$ cat src/rtl/fb_sched_pkg.sv
// Shared types, coefficients and the RGB565 -> grayscale helper for the
// frame buffer read scheduler.
package fb_sched_pkg;

  typedef enum logic [1:0] {IDLE, RUN, DRAIN, DONE} fb_sched_state_t;

  typedef enum logic {SRC_CAPTURE = 1'b0, SRC_PC = 1'b1} fb_src_t;

  localparam int unsigned Y_COEF_R = 77;
  localparam int unsigned Y_COEF_G = 150;
  localparam int unsigned Y_COEF_B = 29;

  // 8 data bits + {sof, eol, eof}
  localparam int unsigned FIFO_WIDTH = 11;

  // Channels are widened by bit replication; the weighted sum peaks at 65280,
  // so 16 bits never overflow.
  function automatic logic [7:0] rgb565_to_y(input logic [15:0] px);
    logic [7:0]  r8;
    logic [7:0]  g8;
    logic [7:0]  b8;
    logic [15:0] sum;
    r8  = {px[15:11], px[15:13]};
    g8  = {px[10:5], px[10:9]};
    b8  = {px[4:0], px[4:2]};
    sum = 16'(Y_COEF_R) * 16'(r8) + 16'(Y_COEF_G) * 16'(g8) + 16'(Y_COEF_B) * 16'(b8);
    return sum[15:8];
  endfunction

endpackage

$ cat src/rtl/fb_read_scheduler_if.sv
// Frame buffer read ports and the grayscale output stream of the scheduler.
interface fb_read_scheduler_if #(
  parameter int unsigned ADDR_WIDTH = 16
);
  logic                  cap_fb_re;
  logic [ADDR_WIDTH-1:0] cap_fb_rAddr;
  logic [15:0]           cap_fb_rData;
  logic                  pc_fb_re;
  logic [ADDR_WIDTH-1:0] pc_fb_rAddr;
  logic [15:0]           pc_fb_rData;
  logic                  m_valid;
  logic                  m_ready;
  logic [7:0]            m_data;
  logic                  m_sof;
  logic                  m_eol;
  logic                  m_eof;

  modport master (
    output cap_fb_re, cap_fb_rAddr, pc_fb_re, pc_fb_rAddr,
    input  cap_fb_rData, pc_fb_rData,
    output m_valid, m_data, m_sof, m_eol, m_eof,
    input  m_ready
  );

  modport slave (
    input  cap_fb_re, cap_fb_rAddr, pc_fb_re, pc_fb_rAddr,
    output cap_fb_rData, pc_fb_rData,
    input  m_valid, m_data, m_sof, m_eol, m_eof,
    output m_ready
  );
endinterface

$ cat src/rtl/fb_skid_fifo.sv
// Two-entry FIFO that absorbs returning frame buffer data while the stream
// consumer stalls.
module fb_skid_fifo #(
  parameter int unsigned WIDTH = 11
) (
  input  logic             clk,
  input  logic             reset,
  input  logic             flush,
  input  logic             push,
  input  logic [WIDTH-1:0] wdata,
  input  logic             pop,
  output logic [WIDTH-1:0] rdata,
  output logic [1:0]       count
);

  logic [WIDTH-1:0] mem_q [2];
  logic             wr_ptr_q;
  logic             rd_ptr_q;
  logic [1:0]       count_q;
  logic             do_pop;

  assign do_pop = pop && (count_q != 2'd0);
  assign rdata  = mem_q[rd_ptr_q];
  assign count  = count_q;

  always_ff @(posedge clk or negedge reset) begin
    if (!reset) begin
      mem_q[0] <= '0;
      mem_q[1] <= '0;
      wr_ptr_q <= 1'b0;
      rd_ptr_q <= 1'b0;
      count_q  <= 2'd0;
    end else if (flush) begin
      wr_ptr_q <= 1'b0;
      rd_ptr_q <= 1'b0;
      count_q  <= 2'd0;
    end else begin
      if (push) begin
        mem_q[wr_ptr_q] <= wdata;
        wr_ptr_q        <= ~wr_ptr_q;
      end
      if (do_pop) begin
        rd_ptr_q <= ~rd_ptr_q;
      end
      count_q <= count_q + {1'b0, push} - {1'b0, do_pop};
    end
  end

  // The upstream credit check keeps pushes away from a full FIFO.
  assert property (@(posedge clk) disable iff (!reset) !(push && !flush && count_q == 2'd2))
    else $error("fb_skid_fifo: push into full FIFO");

endmodule

$ cat src/rtl/fb_read_scheduler.sv
// Reads one stored RGB565 frame in raster order from the selected frame
// buffer and streams it as 8-bit grayscale with sof/eol/eof framing.
module fb_read_scheduler
  import fb_sched_pkg::*;
#(
  parameter int unsigned IMG_WIDTH  = 176,
  parameter int unsigned IMG_HEIGHT = 240,
  parameter int unsigned ADDR_WIDTH = $clog2(IMG_WIDTH * IMG_HEIGHT)
) (
  input  logic                clk,
  input  logic                reset,
  input  logic                start,
  input  logic                src_sel,
  input  logic                abort,
  output logic                busy,
  output logic                done,
  fb_read_scheduler_if.master bus
);

  localparam int unsigned XW = $clog2(IMG_WIDTH);
  localparam int unsigned YW = $clog2(IMG_HEIGHT);
  localparam logic [ADDR_WIDTH-1:0] ADDR_LAST = ADDR_WIDTH'(IMG_WIDTH * IMG_HEIGHT - 1);
  localparam logic [XW-1:0]         X_LAST    = XW'(IMG_WIDTH - 1);
  localparam logic [YW-1:0]         Y_LAST    = YW'(IMG_HEIGHT - 1);

  fb_sched_state_t       state_q;
  fb_src_t               src_q;
  logic [ADDR_WIDTH-1:0] addr_q;
  logic [XW-1:0]         x_q;
  logic [YW-1:0]         y_q;
  logic                  inflight_q;
  logic [2:0]            flags_q;

  logic                  pop;
  logic                  push;
  logic                  issue;
  logic                  drain_done;
  logic [2:0]            credit;
  logic [1:0]            fifo_count;
  logic [15:0]           rdata_sel;
  logic [FIFO_WIDTH-1:0] fifo_wdata;
  logic [FIFO_WIDTH-1:0] fifo_head;

  assign pop    = bus.m_valid && bus.m_ready;
  // Entries held or on their way, after this cycle's pop, must leave room for one more.
  assign credit = {1'b0, fifo_count} + {2'b00, inflight_q} - {2'b00, pop};
  assign issue  = (state_q == RUN) && !abort && (credit < 3'd2);

  assign bus.cap_fb_re    = issue && (src_q == SRC_CAPTURE);
  assign bus.pc_fb_re     = issue && (src_q == SRC_PC);
  assign bus.cap_fb_rAddr = (src_q == SRC_CAPTURE) ? addr_q : '0;
  assign bus.pc_fb_rAddr  = (src_q == SRC_PC) ? addr_q : '0;

  assign rdata_sel  = (src_q == SRC_PC) ? bus.pc_fb_rData : bus.cap_fb_rData;
  assign push       = inflight_q && !abort;
  assign fifo_wdata = {flags_q, rgb565_to_y(rdata_sel)};

  // Lets done follow the eof handshake by exactly one cycle.
  assign drain_done = !inflight_q &&
                      ((fifo_count == 2'd0) || ((fifo_count == 2'd1) && pop));

  fb_skid_fifo #(
    .WIDTH(FIFO_WIDTH)
  ) u_fifo (
    .clk  (clk),
    .reset(reset),
    .flush(abort),
    .push (push),
    .wdata(fifo_wdata),
    .pop  (pop),
    .rdata(fifo_head),
    .count(fifo_count)
  );

  assign bus.m_valid = (fifo_count != 2'd0);
  assign bus.m_data  = fifo_head[7:0];
  assign bus.m_sof   = fifo_head[10];
  assign bus.m_eol   = fifo_head[9];
  assign bus.m_eof   = fifo_head[8];

  assign busy = (state_q == RUN) || (state_q == DRAIN);
  assign done = (state_q == DONE);

  always_ff @(posedge clk or negedge reset) begin
    if (!reset) begin
      state_q    <= IDLE;
      src_q      <= SRC_CAPTURE;
      addr_q     <= '0;
      x_q        <= '0;
      y_q        <= '0;
      inflight_q <= 1'b0;
      flags_q    <= '0;
    end else if (abort) begin
      state_q    <= IDLE;
      addr_q     <= '0;
      x_q        <= '0;
      y_q        <= '0;
      inflight_q <= 1'b0;
      flags_q    <= '0;
    end else begin
      inflight_q <= issue;
      if (issue) begin
        flags_q <= {(x_q == '0) && (y_q == '0),
                    (x_q == X_LAST),
                    (x_q == X_LAST) && (y_q == Y_LAST)};
        addr_q  <= addr_q + 1'b1;
        if (x_q == X_LAST) begin
          x_q <= '0;
          y_q <= y_q + 1'b1;
        end else begin
          x_q <= x_q + 1'b1;
        end
      end
      unique case (state_q)
        IDLE: begin
          addr_q <= '0;
          x_q    <= '0;
          y_q    <= '0;
          if (start) begin
            src_q   <= fb_src_t'(src_sel);
            state_q <= RUN;
          end
        end
        RUN: begin
          if (issue && (addr_q == ADDR_LAST)) begin
            state_q <= DRAIN;
          end
        end
        DRAIN: begin
          if (drain_done) begin
            state_q <= DONE;
          end
        end
        DONE:    state_q <= IDLE;
        default: state_q <= IDLE;
      endcase
    end
  end

endmodule

$ cat src/flat_wrapper.sv
// flat-port wrapper written by rule: the top's interface ports become plain ports
module fb_read_scheduler_flat import fb_sched_pkg::*;
#(
  parameter int unsigned IMG_WIDTH  = 176,
  parameter int unsigned IMG_HEIGHT = 240,
  parameter int unsigned ADDR_WIDTH = $clog2(IMG_WIDTH * IMG_HEIGHT)
)
  (clk, reset, start, src_sel, abort, busy, done, bus_cap_fb_re, bus_cap_fb_rAddr, bus_pc_fb_re, bus_pc_fb_rAddr, bus_cap_fb_rData, bus_pc_fb_rData, bus_m_valid, bus_m_data, bus_m_sof, bus_m_eol, bus_m_eof, bus_m_ready);
  fb_read_scheduler_if #(.ADDR_WIDTH(ADDR_WIDTH)) bus_i ();
  input  logic clk;
  input  logic reset;
  input  logic start;
  input  logic src_sel;
  input  logic abort;
  output logic busy;
  output logic done;
  output wire logic [$bits(bus_i.cap_fb_re)-1:0] bus_cap_fb_re;
  output wire logic [$bits(bus_i.cap_fb_rAddr)-1:0] bus_cap_fb_rAddr;
  output wire logic [$bits(bus_i.pc_fb_re)-1:0] bus_pc_fb_re;
  output wire logic [$bits(bus_i.pc_fb_rAddr)-1:0] bus_pc_fb_rAddr;
  input wire logic [$bits(bus_i.cap_fb_rData)-1:0] bus_cap_fb_rData;
  input wire logic [$bits(bus_i.pc_fb_rData)-1:0] bus_pc_fb_rData;
  output wire logic [$bits(bus_i.m_valid)-1:0] bus_m_valid;
  output wire logic [$bits(bus_i.m_data)-1:0] bus_m_data;
  output wire logic [$bits(bus_i.m_sof)-1:0] bus_m_sof;
  output wire logic [$bits(bus_i.m_eol)-1:0] bus_m_eol;
  output wire logic [$bits(bus_i.m_eof)-1:0] bus_m_eof;
  input wire logic [$bits(bus_i.m_ready)-1:0] bus_m_ready;
  assign bus_cap_fb_re = bus_i.cap_fb_re;
  assign bus_cap_fb_rAddr = bus_i.cap_fb_rAddr;
  assign bus_pc_fb_re = bus_i.pc_fb_re;
  assign bus_pc_fb_rAddr = bus_i.pc_fb_rAddr;
  assign bus_i.cap_fb_rData = bus_cap_fb_rData;
  assign bus_i.pc_fb_rData = bus_pc_fb_rData;
  assign bus_m_valid = bus_i.m_valid;
  assign bus_m_data = bus_i.m_data;
  assign bus_m_sof = bus_i.m_sof;
  assign bus_m_eol = bus_i.m_eol;
  assign bus_m_eof = bus_i.m_eof;
  assign bus_i.m_ready = bus_m_ready;
  fb_read_scheduler #(.IMG_WIDTH(IMG_WIDTH), .IMG_HEIGHT(IMG_HEIGHT), .ADDR_WIDTH(ADDR_WIDTH)) u_core (.clk(clk), .reset(reset), .start(start), .src_sel(src_sel), .abort(abort), .busy(busy), .done(done), .bus(bus_i));
endmodule
$ cat config.mk
export PLATFORM = sky130hd
export DESIGN_NAME = fb_read_scheduler_flat
export DESIGN_NICKNAME = d
export VERILOG_FILES = /design/src/rtl/fb_sched_pkg.sv /design/src/rtl/fb_read_scheduler_if.sv /design/src/rtl/fb_skid_fifo.sv /design/src/rtl/fb_read_scheduler.sv /design/src/flat_wrapper.sv
export SDC_FILE = /design/constraint.sdc
export NUM_CORES = 1
export LEC_CHECK = 0
export ABC_AREA = 1
export ABC_CLOCK_PERIOD_IN_PS = 7100
export CAP_MARGIN = 10
export CORE_MARGIN = 4
export CORE_UTILIZATION = 35
export DETAILED_ROUTE_END_ITERATION = 6
export PLACE_DENSITY = 0.5
export SLEW_MARGIN = 20
export SYNTH_ARGS = -nofsm -noshare
export SYNTH_HDL_FRONTEND = slang
export SYNTH_SLANG_ARGS = --single-unit
export TNS_END_PERCENT = 30
$ cat constraint.sdc
create_clock -name clk -period 7.1 [get_ports clk]
set_input_delay 0.71 -clock clk [delete_from_list [all_inputs] [get_ports clk]]
set_output_delay 0.71 -clock clk [all_outputs]
set_load 0.05 [all_outputs]
==> results of run 1 <==
cells by family after synthesis:
logic type      synth area share, %
simple gates                   24.1
compound gates                 8.18
fa+ha+maj                      32.0
flops                          22.8
buf+inv                        10.9
xor+xnor                       2.07
placed cells by master, fill, tap and decap left out, types with 5 or more instances in the layout:
cell,Yosys,final
ha_1,95,94
nand3_1,41,41
nor2_1,58,58
a21o_1,7,7
clkbuf_16,0,9
fa_1,55,55
o21ai_1,8,9
nand4_1,13,13
nor3_1,15,15
clkdlybuf4s50_1,0,84
nand2_1,220,220
nand3b_1,6,6
xor2_1,9,9
a21oi_1,33,31
inv_1,183,183
o21ai_0,36,35
dfrtp_1,65,65
xnor2_1,6,6
buf_4,0,20
inv_2,5,5
or2_2,8,8
sequential cells by signal (all words and copies together) (netlist names):
name	cells
u_core.u_fifo.wr_ptr_q	1
u_core.flags_q	3
u_core.u_fifo.rd_ptr_q	1
u_core.y_q	8
u_core.u_fifo.count	2
u_core.x_q	8
u_core.u_fifo.mem_q	22
u_core.addr_q	16
u_core.state_q	2
u_core.src_q	1
u_core.inflight_q	1
metal layers:
| metal | wire, um | share of wire [%] | GRT usage [%] |
|---|---|---|---|
| met2 | 8500 | 47 | 28.4 |
| met5 | 0 | 0 | 0 |
| met3 | 563 | 3.1 | 3.08 |
| met1 | 8860 | 49 | 23.4 |
| met4 | 180 | 0.99 | 3.31 |
stage by stage:
stage               instances  util [%]
floorplan                 919         -
global placement         1280      41.7
global route             1296      43.5
CTS                      1296      43.4
finish                   1296      43.5
detailed placement       1280      41.7
path summary, 6_finish.rpt:
kind	startpoint	end
max	bus_pc_fb_rData[9]	u_core.u_fifo.mem_q[5]
min	u_core.u_fifo.mem_q[0]	u_core.u_fifo.mem_q[0]
max reg2reg	u_core.src_q	u_core.u_fifo.mem_q[5]
min reg2reg	u_core.u_fifo.mem_q[0]	u_core.u_fifo.mem_q[0]
max in group asynchronous	reset	u_core.src_q
min in group asynchronous	reset	u_core.u_fifo.count[0]
layout make-up:
type / count / share of cell area [%]
Clock buffer: 10 / 2.61
Clock inverter: 6 / 1.31
Inverter: 188 / 8.04
Multi-Input combinational cell: 652 / 54.3
Sequential cell: 65 / 18.5
Tap cell: 270 / 3.85
Timing Repair Buffer: 105 / 11.4
worst max-delay path, cell delays in order:
cell             delay, ns
clkdlybuf4s50_1       0.39
or2_2                 0.28
o21ai_0               0.10
inv_1                 0.09
ha_1                  0.28
ha_1                  0.27
inv_1                 0.05
fa_1                  0.49
fa_1                  0.51
inv_1                 0.04
ha_1                  0.34
xnor2_1               0.20
fa_1                  0.46
fa_1                  0.53
inv_1                 0.05
fa_1                  0.46
fa_1                  0.54
inv_1                 0.04
ha_1                  0.32
a21oi_2               0.19
o21ai_0               0.13
a21oi_1               0.20
nand3_1               0.12
nand3_1               0.11
nand2_1               0.05
timing repair:
item | in CTS | in global routing
endpoints found under the setup margin | 0 | 11
setup buffers | 0 | 0
gates resized for setup | 0 | 4
synth_stat cells (9+ instances only):
master / count
nand2_1: 220
xor2_1: 9
inv_1: 183
o21ai_0: 36
nor3_1: 15
fa_1: 55
nor2_1: 58
ha_1: 95
a21oi_1: 33
nand3_1: 41
clkbuf_1: 10
nand4_1: 13
dfrtp_1: 65
==> impl_results.md, run 1 <==
- Clock root cell: clkbuf_16
- Top cells by area, synth: dfrtp_1, ha_1, fa_1, nand2_1, inv_1
- Final period utilization: 94.8%
- Yosys top cell area share: 22.8%
- Worst-path maximum fanout: 4
- Total iterations of the first detailed-routing run: 5
- Setup TNS Final: 0 ns
- Post-Syn Nets: 1107
- Setup Crit Path Kind: primary input to register
- # port buffers: 85
- Clock-pin slew on the worst setup and hold paths: 0.06 ns
- # IOs: 86
- Routed vias: 6088
- Final Skew: 0.00793 ns
- Hold Crit Class: register to register
- Setup WS pre-CTS: -0.124 ns
- Final GP Congestion: 0.831
- Synth Warn #: 0
- # rows: 52
- Fraction of layout cells with a size suffix above 1: 7.31%
- Reg-to-reg slack, setup: 0.69 ns
- Initial detailed-routing violation count: 257
- Most common flop cell mapped by yosys: dfrtp_1
- Fmax: 149 MHz
- # fillers: 2120
- Clock tree buffer depth: 2
- Area after DPL: 0.00841 sq mm
- Final setup viols: 0
- CTS tree: built
- Final global-route overflow total: 0
- Min cycle time layout: 6.73 ns
- Netlist cell types: 43
- Hold Path Stages: 2
- Final WL: 18.1 mm
- Die Width: 151 um
- Total track usage: 17.1%
- Detailed Place HPWL: 14.7 mm
- Chip height: 151 um
- Largest area contributor in the netlist: dfrtp_1
- Seq/Total Area, Yosys: 22.8%
- DRC viols: 0
- Syn Std Cell Area: 0.00715 sq mm
- Max-slew violation count: 0
- Startpoint Class: primary input
- Worst Slack Setup Final: 0.367 ns
- Die area: 0.0228 sq mm
- Tightest Pin Transition: 0.861 ns
- Run status: finished, final reports clean
- Required time of the critical path: 7.34 ns
- CTS buffer count: 9
- Final Hold Fails: 0
- Multi-input gate area: 0.00476 sq mm
- Reg area: 0.00163 sq mm
- Vias in the first global route: 6151
- Drt wl/cell: 14.0 um
- Reg2reg path depth: 25
- Seq cells post-synth: 65
- H-tree level count: 3
- Area growth syn-to-layout: 22.8%
- DR vias/cell: 4.70
- Largest net degree at the start of global routing: 66
- Fin nets: 1209
- Clk_lat worst skew: 0.34 ns
- Post-route ant nets: 0
- Max-slew headroom: 42.6%
- First-pass GRT wire length: 30.7 mm
- Max-cap viol count: 0
- Avg Cell Area, Syn: 7.78 sq um
- Core Area: 0.0202 sq mm
- Starting Density: 35.4%
- Ant diodes: 0
- Worst hold slack: 0.479 ns
- Initial antenna violation count: 0
- Syn Inst Count: 919
- # hold bufs at CTS: 0
- Number of synthesized flops with an enable pin: 0
- Clock sink count: 65
- Ys async rst share: 100%
- Setup crit end kind: register
- Worst Path Arrival: 6.97 ns
- Finished Cell Area: 0.00877 sq mm
Power of run 1 is not shown: default switching activity piles up to over one toggle a cycle in this logic, so the estimate is an artifact.
==> inputs of run 2 (changes only) <==
- ABC_CLOCK_PERIOD_IN_PS: 7100 -> 6000
- PLACE_DENSITY: 0.5 -> 0.52
- clock period: 7.1 -> 6 ns (I/O delays scaled with it)
==> impl_results.md, run 2 (synthesis results as in run 1) <==
- Finished Cell Area: 0.00981 sq mm (+12%)
- Routed vias: 6332 (+4.0%)
- # port buffers: 85 (unchanged)
- Top flop regs: u_core.u_fifo.mem_q: 22 flops, u_core.addr_q: 16 flops
- Final global-route overflow total: 0 (unchanged)
- Largest Register: u_core.u_fifo.mem_q
- Tightest Pin Transition: 0.866 ns (+0.00527 ns)
- Unrepaired setup endpoints after global routing: yes
- Min cycle time layout: 6.11 ns
- Clock sink count: 65 (unchanged)
- CTS buffer count: 9 (unchanged)
- Violated checks: negative setup slack
- Clock-pin slew on the worst setup and hold paths: 0.06 ns (about the same)
- Most common cell after layout, fill and taps aside: nand2_1
- Required time of the critical path: 6.22 ns (-1.12 ns)
- Area growth syn-to-layout: 37.3%
- Crit-path slowest cell: fa_1
- Max-slew violation count: 0 (unchanged)
- Setup crit end kind: register
- Final GP Congestion: 0.834 (+0.31%)
- Fin nets: 1285 (+6.3%)
- Worst Slack Setup Final: -0.114 ns (-0.481 ns)
- Die area: 0.0228 sq mm (unchanged)
- Final setup viols: 6 (+6)
- CTS tree: built
- H-tree level count: 3 (unchanged)
- Die Width: 151 um (unchanged)
- Initial detailed-routing violation count: 171 (-33%)
- Total track usage: 17.7% (+0.63 points)
- # hold bufs at CTS: 0 (unchanged)
- Largest net degree at the start of global routing: 66 (unchanged)
- Detailed Place HPWL: 14.8 mm (+1.1%)
- Max incr delay on CP: 0.56 ns (+0.02 ns)
- Worst-path maximum fanout: 4 (unchanged)
- Most frequent cells in the layout: nand2_1, inv_1, buf_4
- Clk_lat worst skew: 0.33 ns (about the same)
- Starting Density: 35.4% (unchanged)
- Clock root cell: clkbuf_16
- Final WL: 19.0 mm (+4.7%)
- Setup Crit Path Kind: primary input to register
- Worst Path Arrival: 6.33 ns (-0.64 ns)
- Chip height: 151 um (unchanged)
- Initial antenna violation count: 0 (unchanged)
- Post-route ant nets: 0 (unchanged)
- Worst hold slack: 0.455 ns (-0.0233 ns)
- Most frequent CP cell: buf_4
- # IOs: 86 (unchanged)
- Run status: finished with violations
- DR vias/cell: 4.62 (-1.8%)
- Final Hold Fails: 0 (unchanged)
- Max-cap viol count: 0 (unchanged)
- Hold Crit Class: primary input to async pin
- Final Skew: 0.00636 ns (-0.00157 ns)
- Ant diodes: 0 (unchanged)
- # rows: 52 (unchanged)
- Startpoint Class: primary input
- Drt wl/cell: 13.8 um (-1.1%)
- DRC viols: 0 (unchanged)
- Fraction of layout cells with a size suffix above 1: 20.6% (+13 points)
- Core Area: 0.0202 sq mm (unchanged)
- Vias in the first global route: 6736 (+9.5%)
- Total iterations of the first detailed-routing run: 7 (+2)
- Max-slew headroom: 42.3% (-0.35 points)
- Area after DPL: 0.00880 sq mm (+4.6%)
- Max reg flops: 22 (unchanged)
- Placed Cells incl. Taps: 1318 (+3.0%)
- Fmax: 164 MHz
- Final period utilization: 102%
- Post-Layout Cell Count: 1372 (+5.9%)
- Clock tree buffer depth: 2 (unchanged)
- First-pass GRT wire length: 32.7 mm (+6.5%)
-- run 2: cell count changes in the layout (fill, tap and decap cells not counted), sizes merged --
| cell | change |
|---|---|
| buf | +76 |
| clkdlybuf4s50 | -2 |
| dlygate4sd2 | +2 |
-- run 2: worst max-delay path, delay by kind of cell --
family / cells / cell delay, ns
fa+ha+maj: 5 / 1.80
simple gates: 11 / 0.81
buf+inv: 24 / 3.12
-- run 2: routing by layer --
metal | part of all wire, % | GRT usage (%) | up-vias | wire length, um
met1 | 46 | 23.1 | 2989 | 8750
met2 | 51 | 31.5 | 76 | 9590
met4 | 1.0 | 3.22 | 0 | 197
met3 | 2.2 | 2.48 | 16 | 422
met5 | 0 | 0 | - | 0
li1 | - | - | 3251 | -
-- run 2: final timing paths --
check | startpoint | cells past startpoint | endpoint | slack (ns)
max in group asynchronous | reset | 2 | u_core.addr_q[7] | 4.97
min in group clk | u_core.u_fifo.mem_q[18] | 2 | u_core.u_fifo.mem_q[18] | 0.48
worst max-delay path | bus_cap_fb_rData[7] | 40 | u_core.u_fifo.mem_q[18] | -0.11
worst max register to register | u_core.src_q | 41 | u_core.u_fifo.mem_q[18] | -0.09
worst min-delay path | reset | 2 | u_core.y_q[4] | 0.46
worst min register to register | u_core.u_fifo.mem_q[18] | 2 | u_core.u_fifo.mem_q[18] | 0.48
-- run 2: layout make-up --
type                       count  area (sq um)
clock inverter                 6           115
tap                          270           338
multi-input combinational    652          5230
clock buffer                  10           229
fill                        2028         10400
sequential                    65          1630
inverter                     188           706
timing repair buffer         181          1560
-- run 2: stage by stage --
stage	utilization, %	setup slack, ns	setup TNS [ns]
2_1_floorplan	-	0.0221	0
3_3_place_gp	43.6	-0.543	-7.68
3_5_place_dp	43.6	-0.608	-8.48
4_1_cts	47.2	-0.0466	-0.0902
5_1_grt	48.6	-0.343	-3.30
6_report	48.6	-0.114	-0.275
-- run 2: repair_timing --
| item | 4_1_cts | 5_1_grt |
|---|---|---|
| buffers inserted | 33 | 5 |
| pin swaps | 30 | 38 |
| endpoints found under the setup margin | 16 | 16 |
| gates resized for setup | 26 | 55 |
Power of run 2 is left out for the same reason.
==> inputs of run 3 (changes only) <==
- SYNTH_HIERARCHICAL: default -> 1
==> impl_results.md, run 3 <==
- Post-synthesis compound-gate area fraction: 8.56% (+0.38 points)
- Vias in the first global route: 6717 (-0.28%)
- Hold Crit Class: primary input to async pin
- Detailed Place HPWL: 15.7 mm (+6.1%)
- Syn Inst Count: 1036 (+13%)
- Starting Density: 35.9% (+0.46 points)
- Final GP Congestion: 0.846 (+1.4%)
- First-pass GRT wire length: 32.5 mm (-0.55%)
- Final global-route overflow total: 0 (unchanged)
- Clock sink count: 65 (unchanged)
- Die Width: 156 um (+3.1%)
- Crit-path slowest cell: fa_1
- Run status: finished, final reports clean
- Clock-pin slew on the worst setup and hold paths: 0.05 ns (about the same)
- Final setup viols: 0 (-6)
- Tightest Pin Transition: 0.979 ns (+0.112 ns)
- Worst R2R End: u_core/u_fifo/mem_q[2]
- Largest area contributor in the netlist: dfrtp_1
- Most frequent cells in the layout: nand2_1, inv_1, nor2_1
- Fraction of layout cells with a size suffix above 1: 17.7% (-2.9 points)
- Seq/Total Area, Yosys: 21.4% (-1.4 points)
- Max-slew headroom: 34.5% (-7.7 points)
- Reg-to-reg slack, setup: 0.03 ns (+0.12 ns)
- Min cycle time layout: 5.99 ns (-0.120 ns)
- Post-Syn Nets: 1224 (+11%)
- Most common cell after layout, fill and taps aside: nand2_1
- Post-synthesis adder-cell area fraction: 30.1% (-2.0 points)
- H-tree level count: 3 (unchanged)
- Synth Warn #: 6 (+6)
- Chip height: 156 um (+3.1%)
- Avg Cell Area, Syn: 7.35 sq um (-5.5%)
- Syn Std Cell Area: 0.00762 sq mm (+6.6%)
- Largest Register: u_core/u_fifo/mem_q
- Initial antenna violation count: 0 (unchanged)
- CTS tree: built
- Final period utilization: 99.9% (-2.0 points)
- Routed vias: 6752 (+6.6%)
- Worst Path Arrival: 6.20 ns (-0.13 ns)
- Commonest cells post-synth: nand2_1, inv_1, ha_1
- Ant diodes: 0 (unchanged)
- CTS buffer count: 9 (unchanged)
- # rows: 53 (+1.9%)
- Unrepaired setup endpoints after global routing: yes
- Total track usage: 16.3% (-1.4 points)
- Required time of the critical path: 6.20 ns (-0.02 ns)
- Top cells by area, synth: dfrtp_1, ha_1, fa_1, nand2_1, inv_1
- # port buffers: 85 (unchanged)
- Clock root cell: clkbuf_16
- Reg2reg path depth: 31 (-24%)
- Total iterations of the first detailed-routing run: 4 (-3)
- Seq cells post-synth: 65 (unchanged)
- Fmax: 167 MHz (+2.0%)
- Post-route ant nets: 0 (unchanged)
- Max reg flops: 22 (unchanged)
- Most frequent cell after synthesis: nand2_1
- Die area: 0.0242 sq mm (+6.2%)
- Area growth syn-to-layout: 32.2%
- Max-cap viol count: 0 (unchanged)
- # IOs: 86 (unchanged)
- Worst flop-to-flop path startpoint: u_core/src_q
- Clock tree buffer depth: 2 (unchanged)
- DR vias/cell: 4.62 (about the same)
- Max-slew violation count: 0 (unchanged)
- Multiplexer share of the synthesized area: 0% (unchanged)
- Max incr delay on CP: 0.56 ns (about the same)
- Setup crit end kind: register
- Fin nets: 1371 (+6.7%)
- Drt wl/cell: 13.3 um (-3.6%)
- Simple logic cell fraction of the synthesized area: 25.8% (+1.7 points)
- Final Hold Fails: 0 (unchanged)
- Initial detailed-routing violation count: 388 (+130%)
- Worst-path maximum fanout: 5 (+1)
- Final WL: 19.5 mm (+2.7%)
- DRC viols: 0 (unchanged)
- # hold bufs at CTS: 0 (unchanged)
- Final Skew: 0.00556 ns (-0.000797 ns)
- Largest family of logic cells by synthesized area: adder cells
- Post-Synth XOR/XNOR Area: 1.84% (-0.23 points)
- Largest net degree at the start of global routing: 66 (unchanged)
- Ys async rst share: 100% (unchanged)
- Netlist cell types: 41 (-4.7%)
- Worst hold slack: 0.458 ns (+0.00248 ns)
- Most common flop cell mapped by yosys: dfrtp_1
- Yosys top cell area share: 21.4% (-1.4 points)
- Setup Crit Path Kind: primary input to register
- Top flop regs: u_core/u_fifo/mem_q: 22 flops, u_core/addr_q: 16 flops
- Startpoint Class: primary input
- Core Area: 0.0212 sq mm (+5.2%)
- Clk_lat worst skew: 0.33 ns (about the same)
- Most frequent CP cell: fa_1
- Number of synthesized flops with an enable pin: 0 (unchanged)
## run 3: worst max-delay path, delay by kind of cell
| kind | cells | cell delay (ns) |
|---|---|---|
| XOR/XNOR | 1 | 0.14 |
| buffers and inverters | 6 | 0.77 |
| AO/OA/AOI/OAI | 6 | 0.80 |
| adder cells (fa/ha/maj) | 9 | 3.44 |
| AND/OR/NAND/NOR | 4 | 0.44 |
## run 3: kinds of logic after synthesis
family,Yosys count
buf+inv,233
xor+xnor,16
compound gates,110
fa+ha+maj,150
flops,65
simple gates,462
## run 3: area by class of cell
class	count	area, sq um
fillers	2188	11100
inverters	211	802
clock inverters	6	66.3
well taps	275	344
repair buffers	158	1410
multi-input cells	738	5590
flip-flops and latches	65	1630
clock buffers	10	239
## run 3: metrics by stage
step | std cells | setup TNS, ns | util (%) | instance area [sq um] | setup slack (ns)
finish | 1463 | 0 | 47.5 | 10100 | 0.00519
global placement | 1437 | -7.93 | 44.0 | 9330 | -0.602
CTS | 1463 | -1.67 | 46.2 | 9810 | -0.139
detailed placement | 1437 | -8.96 | 44.0 | 9330 | -0.668
floorplan | 1036 | 0 | - | 7820 | 0.00241
global route | 1463 | -2.82 | 47.5 | 10100 | -0.236
## run 3: worst max path at each step
stage / start / cells after the start / to / slack (ns)
2_1_floorplan: bus_pc_fb_rData[9] / 31 / u_core/u_fifo/mem_q[17] / 0.002
3_3_place_gp: bus_pc_fb_rData[10] / 27 / u_core/u_fifo/mem_q[5] / -0.60
3_5_place_dp: bus_pc_fb_rData[10] / 27 / u_core/u_fifo/mem_q[5] / -0.67
4_1_cts: u_core/src_q / 32 / u_core/u_fifo/mem_q[6] / -0.14
5_1_grt: u_core/src_q / 32 / u_core/u_fifo/mem_q[18] / -0.24
6_report: bus_pc_fb_rData[10] / 26 / u_core/u_fifo/mem_q[5] / 0.005
## run 3: layer usage
layer | vias to the layer above | wire length [um] | global-route usage, %
met5 | - | 0 | 0
met4 | 0 | 127 | 2.21
met3 | 14 | 780 | 3.06
met2 | 109 | 8970 | 26.9
met1 | 3104 | 9590 | 22.9
li1 | 3525 | - | -
## run 3: what timing repair did
action | 4_1_cts | 5_1_grt
setup buffers | 10 | 0
gates resized for setup | 35 | 50
endpoints found under the setup margin | 16 | 16
pin swaps | 43 | 33
Power of run 3 is left out for the same reason.
